## src/rtl/sdrc_req_chunker.sv

```systemverilog
// Splits application requests into page-safe chunks of at most MAX_BL words,
// tracking each chunk's data beats and acknowledging the whole request once.
module sdrc_req_chunker #(
  parameter int APP_AW = 30,
  parameter int APP_RW = 9,
  parameter int MAX_BL = 16
) (
  input  logic              clk,
  input  logic              reset_n,
  input  logic [1:0]        cfg_colbits,
  input  logic              app_req,
  input  logic [APP_AW-1:0] app_req_addr,
  input  logic [APP_RW-1:0] app_req_len,
  input  logic              app_req_wr_n,
  input  logic              app_req_dma_last,
  output logic              app_req_ack,
  output logic              dn_req,
  output logic [APP_AW-1:0] dn_req_addr,
  output logic [APP_RW-1:0] dn_req_len,
  output logic              dn_req_wr_n,
  output logic              dn_req_dma_last,
  input  logic              dn_req_ack,
  input  logic              dn_wr_next,
  input  logic              dn_rd_valid
);

  localparam int BW = $clog2(MAX_BL + 1);

  typedef enum logic [1:0] {IDLE, ISSUE, DATA, DONE} state_t;

  state_t            state_q, state_d;
  logic [APP_AW-1:0] cur_addr_q, cur_addr_d;
  logic [APP_RW-1:0] rem_len_q, rem_len_d;
  logic [BW-1:0]     beat_cnt_q, beat_cnt_d;
  logic              wr_n_q, wr_n_d;
  logic              dma_last_q, dma_last_d;

  logic [11:0]       page;
  logic [11:0]       offset;
  logic [11:0]       room;
  logic [11:0]       chunk12;
  logic [APP_RW-1:0] chunk;
  logic              beat;

  // Chunk size is bounded by remaining length, burst limit and room left in the page
  always_comb begin
    page    = 12'd1 << (4'd8 + {2'b00, cfg_colbits});
    offset  = cur_addr_q[11:0] & (page - 12'd1);
    room    = page - offset;
    chunk12 = 12'(rem_len_q);
    if (chunk12 > 12'(MAX_BL)) chunk12 = 12'(MAX_BL);
    if (chunk12 > room)        chunk12 = room;
    chunk   = APP_RW'(chunk12);
  end

  always_comb begin
    state_d    = state_q;
    cur_addr_d = cur_addr_q;
    rem_len_d  = rem_len_q;
    beat_cnt_d = beat_cnt_q;
    wr_n_d     = wr_n_q;
    dma_last_d = dma_last_q;
    beat       = wr_n_q ? dn_rd_valid : dn_wr_next;
    unique case (state_q)
      IDLE: begin
        if (app_req) begin
          cur_addr_d = app_req_addr;
          rem_len_d  = app_req_len;
          wr_n_d     = app_req_wr_n;
          dma_last_d = app_req_dma_last;
          state_d    = (app_req_len != '0) ? ISSUE : DONE;
        end
      end
      ISSUE: begin
        if (dn_req_ack) begin
          beat_cnt_d = BW'(chunk);
          cur_addr_d = cur_addr_q + APP_AW'(chunk);
          rem_len_d  = rem_len_q - chunk;
          state_d    = DATA;
        end
      end
      DATA: begin
        if (beat) begin
          beat_cnt_d = beat_cnt_q - BW'(1);
          if (beat_cnt_q == BW'(1)) state_d = (rem_len_q == '0) ? DONE : ISSUE;
        end
      end
      DONE:    state_d = IDLE;
      default: state_d = IDLE;
    endcase
  end

  always_ff @(posedge clk or negedge reset_n) begin
    if (!reset_n) begin
      state_q    <= IDLE;
      cur_addr_q <= '0;
      rem_len_q  <= '0;
      beat_cnt_q <= '0;
      wr_n_q     <= 1'b0;
      dma_last_q <= 1'b0;
    end else begin
      state_q    <= state_d;
      cur_addr_q <= cur_addr_d;
      rem_len_q  <= rem_len_d;
      beat_cnt_q <= beat_cnt_d;
      wr_n_q     <= wr_n_d;
      dma_last_q <= dma_last_d;
    end
  end

  // Request fields are forced to zero outside ISSUE so idle outputs stay quiet
  assign dn_req          = (state_q == ISSUE);
  assign dn_req_addr     = dn_req ? cur_addr_q : '0;
  assign dn_req_len      = dn_req ? chunk : '0;
  assign dn_req_wr_n     = dn_req & wr_n_q;
  assign dn_req_dma_last = dn_req & dma_last_q & (chunk == rem_len_q);
  assign app_req_ack     = (state_q == DONE);

endmodule
```

## config.mk

```make
export PLATFORM = sky130hd
export DESIGN_NAME = sdrc_req_chunker
export DESIGN_NICKNAME = d
export VERILOG_FILES = /design/src/rtl/sdrc_req_chunker.sv
export SDC_FILE = /design/constraint.sdc
export NUM_CORES = 1
export LEC_CHECK = 0
export BUFFER_PORTS_ARGS = -buffer_cell sky130_fd_sc_hd__buf_2
export CAP_MARGIN = 20
export CORE_ASPECT_RATIO = 1.25
export CORE_MARGIN = 5
export CORE_UTILIZATION = 45
export DETAILED_ROUTE_END_ITERATION = 7
export GPL_TIMING_DRIVEN = 0
export PLACE_DENSITY = 0.7
export SLEW_MARGIN = 15
export SYNTH_ARGS = -nofsm -noshare
export SYNTH_HDL_FRONTEND = slang
export SYNTH_SLANG_ARGS = --single-unit
```

## constraint.sdc

```tcl
create_clock -name clk -period 5.3 [get_ports clk]
set_clock_uncertainty 0.2 [all_clocks]
set_input_delay 1.06 -clock clk [delete_from_list [all_inputs] [get_ports clk]]
set_output_delay 1.06 -clock clk [all_outputs]
set_load 0.02 [all_outputs]
```

After elaboration in Yosys (flattened, before gate mapping) --
Cells that the tools add are included.
Word-level totals: logic and storage cells 58, latch bits 0, memory bits (writable) 0, output and inout bits 43, ROM bits 0, memories kept 0, register bits after elaboration 48, input bits 49
Cells by class: add/subtract/negate cells 6, muxes and demuxes 21, shift-type cells 1, equality and inequality tests 9, div/mod/pow operators 0, $lt $le $gt $ge 2, reduce and logical (&&, ||, !) cells 9, bitwise logic cells 4, $mul 0
Operators by type and width (count):
- 30-bit two-way mux | 3
- 30-bit case mux with 2 select lines | 1
- 9-bit two-way mux | 5
- 30-bit by 9-bit adder with 30-bit output | 1
- 9-bit case mux with 2 select lines | 1
- 12-bit bitwise AND | 1
- 9-bit by 12-bit greater-than comparator with 1-bit output | 1
- 2-bit two-way mux | 6
- 1-bit by 4-bit left shift with 12-bit output (first input constant) | 1
- 12-bit by 1-bit subtractor with 12-bit output (second input constant) | 1
- 12-bit subtractor | 1
- 5-bit two-way mux | 2
- 5-bit case mux with 2 select lines | 1
- 9-bit == test | 1
- 9-bit by 5-bit greater-than comparator with 1-bit output (second input constant) | 1
- 9-bit logical NOT | 1
- 9-bit nonzero test | 1
- 9-bit subtractor | 1
- 2-bit case mux with 4 select lines | 1
- 2-bit inequality test (second input constant) | 3
- 3-bit AND reduction | 2
- 5-bit by 1-bit == test with 1-bit output (second input constant) | 1
- 5-bit by 1-bit subtractor with 5-bit output (second input constant) | 1
- 4-bit by 2-bit adder with 4-bit output (first input constant) | 1
- 9 further kinds | 13

Longest topological paths before layout --
Gate-level depths: netlist of the first run.
word-level depth 10, mapped depth 22, gate-level depth less buffers 22

Worst setup path before layout of the first run --
OpenSTA, ideal clock, no wires.
path kind input -> register, from in cfg_colbits[1], to reg cur_addr_q[24], buffers on the path 0, cell stages on the path 20, arrival 5.242 ns, setup time 0.126 ns, path slack -0.269 ns, data required time 4.974 ns, path through o21bai_1 xnor2_1 ha_1 o211ai_1 nor2_1 a211oi_1 a2111o_2 nor2_4 mux2_2 inv_1 ha_1 inv_1 fa_1 nor2b_1 o21ai_0 a21boi_0 o21ai_1 a211oi_2 a31oi_1 a311o_1
Between the ends: cells in the longest elaborated chain, start to end 10
Ends and longest elaborated chain:
- start, declared | line 10 | input logic [1:0] cfg_colbits,
- 4-bit by 2-bit adder with 4-bit output * | line 47 | page = 12'd1 << (4'd8 + {2'b00, cfg_colbits});
- 1-bit by 4-bit left shift with 12-bit output * | line 47
- 12-bit by 1-bit subtractor with 12-bit output | line 48 | offset = cur_addr_q[11:0] & (page - 12'd1);
- 12-bit bitwise AND | line 48
- 12-bit subtractor * | line 49 | room = page - offset;
- 9-bit by 12-bit greater-than comparator with 1-bit output | line 52 | if (chunk12 > room) chunk12 = room;
- 9-bit two-way mux * | line 52
- 30-bit by 9-bit adder with 30-bit output * | line 77 | cur_addr_d = cur_addr_q + APP_AW'(chunk);
- 30-bit two-way mux * | line 75 | if (dn_req_ack) begin
- 30-bit case mux with 2 select lines * | line 64 | unique case (state_q)
- end signal, assigned | line 103 | cur_addr_q <= cur_addr_d;
- end, declared | line 32 | logic [APP_AW-1:0] cur_addr_q, cur_addr_d;
Every way passes the cells marked *; elsewhere a longest branch is shown, timed or not. The select of a mux whose other input is x is not followed. A chain may end at the register's enable or synchronous reset.

Final worst setup path of the first run --
from reg rem_len_q[3], to out dn_req_dma_last
Between the ends: cells in the longest elaborated chain, start to end 6
Ends and longest elaborated chain:
- start, declared | line 33 | logic [APP_RW-1:0] rem_len_q, rem_len_d;
- start signal, assigned | line 104 | rem_len_q <= rem_len_d;
- 9-bit by 5-bit greater-than comparator with 1-bit output | line 51 | if (chunk12 > 12'(MAX_BL)) chunk12 = 12'(MAX_BL);
- 9-bit two-way mux | line 51
- 9-bit by 12-bit greater-than comparator with 1-bit output | line 52
- 9-bit two-way mux | line 52
- 9-bit == test * | line 116 | assign dn_req_dma_last = dn_req & dma_last_q & (chunk == rem_len_q);
- 1-bit bitwise AND * | line 116
- end, declared | line 21 | output logic dn_req_dma_last,
Every way passes the cells marked *; elsewhere a longest branch is shown, timed or not.

==> results of run 1 <==
## tightest hold or removal path, delay by kind of cell (launching register included)
kind,cells,cell delay [ns]
AO/OA/AOI/OAI,1,0.07
flip-flops,1,0.36
AND/OR/NAND/NOR,1,0.05
## kinds of logic (layout without fill, tap and decap cells)
group / after synthesis / count (layout) / share of synthesized area, %
muxes: 17 / 17 / 4.51
DFF: 48 / 48 / 27.4
adders and majority gates: 32 / 32 / 9.49
buffers and inverters: 63 / 207 / 5.43
xor gates and xnor gates: 17 / 17 / 3.40
other: 1 / 4 / 0.0856
and+or+nand+nor: 231 / 231 / 27.1
AOI/OAI and AO/OA: 147 / 147 / 22.5
## worst min path at each step
stage,endpoint,slack [ns]
after floorplan,rem_len_q[5]$_DFFE_PN0P_,0.27
after global placement,cur_addr_q[29]$_DFFE_PN0P_,0.29
after detailed placement,cur_addr_q[29]$_DFFE_PN0P_,0.29
after CTS,cur_addr_q[29]$_DFFE_PN0P_,0.31
after global routing,cur_addr_q[29]$_DFFE_PN0P_,0.36
final,cur_addr_q[29]$_DFFE_PN0P_,0.31
## per-layer routing
layer  share of wire, %  track usage (%)  wire [um]
met5                  0                0          0
met4                4.4             14.1        746
met3                8.5             5.08       1440
met2                 50             48.6       8600
met1                 37             32.0       6260
## registers in the layout (all words and copies together), names as in the netlist
name	count
state_q	2
dma_last_q	1
rem_len_q	9
beat_cnt_q	5
wr_n_q	1
cur_addr_q	30
## synth_stat cells (3+ instances only)
cell	count	share of area [%]
and3_1	36	5.1
mux2i_1	6	1.4
nor4_1	5	0.71
mux2_2	8	2.1
xnor2_1	12	2.4
a21o_1	5	0.86
dfrtp_1	48	27
a32oi_1	3	0.60
ha_1	30	8.6
a21oi_1	25	2.9
o21ai_0	35	4.0
xor2_1	5	1.0
a31oi_1	11	1.6
nor3_1	21	2.4
inv_1	35	3.0
o21bai_1	3	0.51
a2bb2oi_1	4	0.80
o22ai_1	8	1.1
clkbuf_1	22	1.9
nand2_1	55	4.7
nand3_1	19	2.2
a21boi_0	4	0.69
or4_1	4	0.69
a221oi_1	5	1.0
o21a_1	4	0.69
nor2b_1	5	0.71
or3_2	3	0.51
nand4_1	7	1.0
and2_1	3	0.43
buf_1	3	0.26
nor2_1	56	4.8
o211ai_1	10	1.7
a211oi_1	10	1.7
## through the flow
step / total power [mW] / cells
final: 3.79 / 829
after global routing: 4.03 / 829
after CTS: 3.56 / 823
after detailed placement: 2.86 / 777
after global placement: 2.78 / 776
after floorplan: 2.22 / 559
## cell type report
| type | instances | area, um2 |
|---|---|---|
| Fill cell | 827 | 3640 |
| Multi-Input combinational cell | 448 | 3300 |
| Sequential cell | 48 | 1200 |
| Timing Repair Buffer | 136 | 845 |
| Tap cell | 126 | 158 |
| Inverter | 37 | 141 |
| Clock buffer | 5 | 125 |
| Buffer | 26 | 103 |
| Clock inverter | 3 | 42.5 |
## cell usage in the layout (no fill, tap or decap), drive strengths merged, types with 5 or more instances in the layout
cell type    n
or3          5
a31oi       11
buf        141
dfrtp       48
xor2         5
a211oi      11
nor3        22
inv         35
o22ai        8
clkbuf      26
o211ai      10
nor2        58
o21ai       36
nand2       55
a221oi       6
and3        37
nand4        7
a21o         5
mux2         9
nor4         6
ha          30
nand3       19
a21oi       25
xnor2       12
nor2b        5
mux2i        8
## power groups by stage
stage / combinational, mW / clock [mW] / sequential [mW]
detailed placement: 2.07 / 0 / 0.789
global placement: 2.00 / 0 / 0.783
finish: 2.61 / 0.379 / 0.807
global route: 2.81 / 0.392 / 0.826
floorplan: 1.50 / 0 / 0.720
CTS: 2.39 / 0.380 / 0.787
## what timing repair did
action                                  CTS  global route
hold buffers                              0             0
resized for setup                        43            32
cloned                                    0             0
pin swaps                                16            14
endpoints found under the setup margin   29            26
buffers inserted                         38             6
==> results, run 1 <==
- The flow ran to the end, but the final reports show violations.
- The final reports fail on negative setup slack.
- The finished cells cover 0.00592 mm2.
- The fmax is 182 MHz.
- The combinational fraction of design power is between 60% and 70%.
- On the final layout, the worst hold slack is 0.309 ns.
- The power per cell area is 640 mW/mm2.
- The flip-flop cell with the highest count after synthesis is dfrtp_1.
- The number of global-route vias before repair was 5186.
- Net switching is 51.3% of the power.
- The static leakage is 2.81 nW.
- The share of post-route cells with drive strength above 1 is between 30 and 40%.
- The worst reg2reg path startpoint is rem_len_q[3]$_DFFE_PN0P_.
- For the final routed database, the setup TNS stands at -0.292 ns.
- The number of pins with negative max-slew slack in the final report is 0.
- The slowest stage of the critical path is the or4_4 cell.
- The number of clock sinks is 48.
- The number of levels in the clock H-tree is 2.
- The number of unique standard cell types used by synthesis is 73.
- Timing analysis after detailed placement gives a worst setup slack of -0.902 ns.
- The global-route wire length before repair is 26.0 mm.
- The core outline area is 0.00956 mm2.
- Before antenna repair, the detailed router went through 5 iterations.
- No sink is reached through more buffers than the 2 on the longest clock path.
- The worst-case register-to-register setup slack is -0.11 ns.
- Yosys mapped a number of flops with a built-in enable equal to 0.
- Dividing the detail-routed via count by the number of cells gives 6.23.
- The total wire length after detailed routing is 17.1 mm.
- The highest ir drop seen on vdd is between 0.3 and 0.4 mV.
- The largest fanout on the critical path is 4.
- During synthesis, Yosys emitted a total of 0 warnings.
- The critical path launch point type is a register.
- In this run the tool buffered the top-level ports with 91 buffer cells.
- The mean routed wirelength per cell is between 20 and 25 um.
- Across the run, the number of max-cap violations was 0.
- The largest delay contributor family on the critical path is simple AND/OR/NAND/NOR gates.
- Entering global routing, the biggest net connects 28 pins.
- The instance count along the most critical hold path is 2.
- The startpoint of the tightest hold check path is cur_addr_q[29]$_DFFE_PN0P_.
- The fraction of the yosys area taken by sequential cells is 27.4%.
- Registers are responsible for 21.3% of the overall power.
- Measured along the y axis, the die boundary spans 120 um.
- The capturing point of the worst reg2reg path is cur_addr_q[2]$_DFFE_PN0P_.
- In this design, the stage delay of the slowest critical-path cell is 0.56 ns.
- The start-to-end type of the worst setup path is register to output pin.
- The number of synthesized register bits is 48.
- The internal power of the cells totals approximately 1.8 mW.
- Of the available clock period, the critical path in the final layout requires 103%.
- Relative to the synthesized area, the layout overhead comes to 35.2%.
- Summed over all nets, the switching power comes to about 1.9 mW.
- The number of instances in the synthesized netlist is 556.
- The critical path depth in cells is 16.
- At the worst endpoint, the arrival time is roughly 4.2 ns.
- The final-report setup violation count is 2.
- Summed over all nets, the half-perimeter wirelength after detailed placement is 11.6 mm.
- Walking the worst path, the cells encountered are or4_4 -> a21oi_4 -> and2_4 -> ha_4 -> nor2b_2 -> o211ai_1 -> a21o_1 -> a2111o_2 -> nor2_4 -> buf_12 -> mux2_4 -> buf_4 -> ha_4 -> nand3_2 -> nor4_2 -> buf_4.
- TritonCTS built the clock tree.
- In this run the remaining antenna-violating nets after routing total 0.
- The critical path data required time is 4.04 ns.
- In this run the core area contains 40 standard-cell rows.
- The tree is rooted in a clkbuf_16.
- Pin placement for this block handled 92 I/O pins.
- At the end of the flow the core is filled with cells to 61.9%.
- The total CTS buffers is 5.
- The total via count after detailed routing is 5166.
- The number of antenna violations at the first check in global routing is 0.
- The share of synthesized flip-flops with an asynchronous set or reset is 100%.
- The clock reaches the later pin of the worst-skew pair after around 0.30 ns.
- The average instance in the mapped netlist occupies 7.88 um2.
- The starting DRC count in detailed routing is 516.
- The initial utilization of the core area, before any placement, comes to roughly 46%.
- The worst-case setup margin in the final layout is -0.182 ns.
- Setup repair after global routing could not meet its margin everywhere.
- Summing all placed instances gives a cell area of slightly above 0.005 mm2.
- The timing startpoint of the critical path is rem_len_q[3]$_DFFE_PN0P_.
- The total number of nets in the final design is ~780.
- STA classifies the critical path endpoint as an output pin.
- Measured against its own limit, the worst slew margin works out to 44.2%.
- Clock-pin slew was measured on the worst setup and hold paths at 0.08 ns.
- The tightest min-delay check is of the register to register type.
- The part of the total power dissipated in the clock network is approximately 10%.
- The global router's overall resource usage is 27.6%.
- The critical path ends at dn_req_dma_last.
- The cell area that synthesis handed to floorplanning was about 0.0044 mm2.
- The overflow left after global routing is 0.
- The critical path contains buffers and inverters numbering 3 combined.
- The clock period minus worst slack is ~5.5 ns.
- The area of the die is 0.0118 mm2.
- The number of cell instances on the worst register-to-register path is 29.
- The final number of hold-violating endpoints is 0.
- The count of inserted antenna diode cells is 0.
- At the end of routability-driven placement, the weighted congestion stood at approximately 0.93.
- The die is 98.2 um wide.
- For the pin with the worst max-slew slack, the measured transition is 0.838 ns.
- The DRC violation count after routing is 0.
No activity file was read; power rests on OpenSTA's default activity.
==> run 2: changes to the inputs <==
--- a/config.mk
+++ b/config.mk
@@ -8,9 +8,9 @@
 export BUFFER_PORTS_ARGS = -buffer_cell sky130_fd_sc_hd__buf_2
 export CAP_MARGIN = 20
 export CORE_ASPECT_RATIO = 1.25
-export CORE_MARGIN = 5
 export CORE_UTILIZATION = 45
 export DETAILED_ROUTE_END_ITERATION = 7
+export GPL_ROUTABILITY_DRIVEN = 0
 export GPL_TIMING_DRIVEN = 0
 export PLACE_DENSITY = 0.7
 export SLEW_MARGIN = 15
==> run 2 against run 1 <==
Net effect:
- the flow still finishes with violations (negative setup slack)
- utilization is 1.1 points higher
- sequential cell count did not move
- die area is 14% lower
- critical path depth is 2 lower
- clock power fell by 1%
- routed wire length is 5.3% lower
- first-iteration DRC count shrank 19%
- maximum frequency is 2.7% higher
- setup slack improved by 0.14 ns
==> results, run 2 (same netlist as run 1, synthesis figures left out) <==
- The flow ran to the end, but the final reports show violations.
- The checks that failed: negative setup slack.
- The maximum number of pins on one net before global-route repair was 26 (-7.1%).
- The final-report setup violation count came to 1 (-1).
- The number of standard-cell rows in the floorplan was 39 (-2.5%).
- The starting DRC count in detailed routing came to 418 (-19%).
- The placed wire-length estimate is 11.2 mm (-3.5%).
- The worst-case setup margin in the final layout is -0.0382 ns (+0.144 ns).
- The area of the die was 0.0101 mm2 (-14%).
- The number of antenna violations at the first check in global routing is 0 (unchanged).
- The transition time of the tightest slew-check pin was 0.723 ns (-0.115 ns).
- The critical path arrival came to 4.08 ns (-0.14 ns).
- The largest registers in the layout are cur_addr_q: 30 flops, rem_len_q: 9 flops, beat_cnt_q: 5 flops.
- The clock period minus worst slack is 5.34 ns (-0.144 ns).
- The maximum count of clock buffers along a single path is 2 (unchanged).
- The relative slew slack is 51.8% (+7.7 points).
- The via density per instance is 6.17 (-1.0%).
- In the layout the commonest cells are buf_2, nand2_1, nor2_1.
- The final hold slack is 0.328 ns (+0.0182 ns).
- Setup repair after global routing could not meet its margin everywhere.
- From synthesis to final layout, the design area changed by 33.5%.
- The count of inserted antenna diode cells is 0 (unchanged).
- STA classifies the critical path endpoint as an output pin.
- The overflow left after global routing came to 0 (unchanged).
- The setup path with the least slack is of type input pin to output pin.
- The cell chosen for the clock root is clkbuf_16.
- The number of nets with antenna violations after routing is 0 (unchanged).
- The number of pins with negative max-slew slack in the final report is 0 (unchanged).
- The sum of internal, switching and leakage power is 3.76 mW (-0.90%).
- The share of post-route cells with drive strength above 1 is 30.3% (-0.40 points).
- The critical path launch point type is an input pin.
- The total via count after detailed routing was 5070 (-1.9%).
- The number of global-route vias before repair is 4977 (-4.0%).
- The horizontal extent of the die was 90.2 um (-8.1%).
- The final total negative setup slack came to -0.0382 ns (+0.254 ns).
- The number of optimization iterations in the first detailed-route pass came to 7 (+2).
- The number of hold buffers added after CTS is 0 (unchanged).
- The static leakage is 2.77 nW (-1.5%).
- TritonCTS built the clock tree.
- The register name with the most flops is cur_addr_q.
- In this run the most critical hold path is launched from cur_addr_q[29]$_DFFE_PN0P_.
- The fmax is 187 MHz (+2.7%).
- The global-route wire length before repair was 25.1 mm (-3.6%).
- The critical path data required time is 4.04 ns (about the same).
- The core outline area was 0.00927 mm2 (-3.0%).
- The number of maximum-capacitance violations is 0 (unchanged).
- The share of the clock period used by the worst path was 101% (-2.7 points).
- The die height was 112 um (-6.7%).
- The number of ports placed on the die boundary is 92 (unchanged).
- The number of clock sinks is 48 (unchanged).
- The worst reg2reg path startpoint is rem_len_q[1]$_DFFE_PN0P_.
- The DRC violation count after routing is 0 (unchanged).
- The timing startpoint of the critical path is cfg_colbits[1].
- The leading cell type in the layout, fill and taps excluded is buf_2.
- The clock insertion delay at the later pin of the skew report is 0.30 ns (about the same).
- The clock-pin slew on the worst setup and hold paths came to 0.08 ns (about the same).
- The number of levels in the clock H-tree came to 2 (unchanged).
- The final number of hold-violating endpoints is 0 (unchanged).
- The class of the most critical hold timing path is register to register.
- The power per cell area is 643 mW/mm2 (+0.39%).
- The mean routed wirelength per cell is 19.6 um (-4.5%).
- The total CTS buffers is 5 (unchanged).
- The largest fanout on the critical path is 6 (+2).
- The total wire length after detailed routing came to 16.2 mm (-5.3%).
- The highest ir drop seen on vdd came to 0.282 mV (-14%).
- The global router's overall resource usage was 31.6% (+3.9 points).
- The total number of nets in the final design came to 779 (-0.51%).
- The flip-flop count of the largest register after layout was 30 (unchanged).
- The quantity of I/O buffers inserted on ports is 91 (unchanged).
- The starting utilization of the core area came to 47.2% (+1.4 points).
-- run 2: final cells by class --
class | instances | area, um2
clock buffer | 6 | 129
multi-input combinational | 448 | 3280
sequential | 48 | 1210
tap | 123 | 154
buffer | 26 | 103
inverter | 37 | 141
timing repair buffer | 132 | 791
clock inverter | 2 | 35.0
fill | 826 | 3430
-- run 2: final timing paths --
check,cells after the start,slack [ns],end
max in group asynchronous,2,3.73,rem_len_q[3]$_DFFE_PN0P_
worst min register to register,2,0.33,cur_addr_q[29]$_DFFE_PN0P_
worst max register to register,22,0.02,cur_addr_q[24]$_DFFE_PN0P_
worst max-delay path,14,-0.04,dn_req_dma_last
worst min-delay path,2,0.33,cur_addr_q[29]$_DFFE_PN0P_
min in group asynchronous,1,0.58,cur_addr_q[18]$_DFFE_PN0P_
-- run 2: per-stage QoR --
step                worst slack [ns]  util [%]  cell area [um2]  cells
floorplan                    -0.0994         -             4410    559
finish                       -0.0382      63.0             5840    822
global placement              -0.862      54.2             5020    773
detailed placement            -0.976      54.4             5040    774
global route                  -0.125      63.0             5840    822
CTS                          -0.0329      61.3             5690    812
-- run 2: per-layer routing --
layer / global-route usage, % / wire, um / vias to the layer above
met5: 0 / 0 / -
met4: 17.0 / 758 / 0
met3: 4.00 / 1180 / 75
met2: 54.7 / 7990 / 301
met1: 38.1 / 6230 / 2383
li1: - / - / 2311
-- run 2: power breakdown --
part	internal (mW)	total, mW	switching, mW
clock	0.223	0.375	0.152
sequential	0.557	0.804	0.247
combinational	1.08	2.58	1.50
total	1.86	3.76	1.90
-- run 2: critical path, cell delays in order --
cell and delay (ns):
buf_2 0.14, o21bai_2 0.27, xnor2_4 0.16, ha_1 0.22, o211ai_1 0.11, nor2_1 0.11, a211oi_1 0.06, a2111o_2 0.52
buf_4 0.17, or3_4 0.36, ha_4 0.28, nand4_1 0.14, nor4_2 0.28, buf_4 0.19
-- run 2: repair_timing --
item                                    4_1_cts  5_1_grt
pin swaps                                    23       18
resized for setup                            48       22
endpoints found under the setup margin       29       19
buffers inserted                             30       10
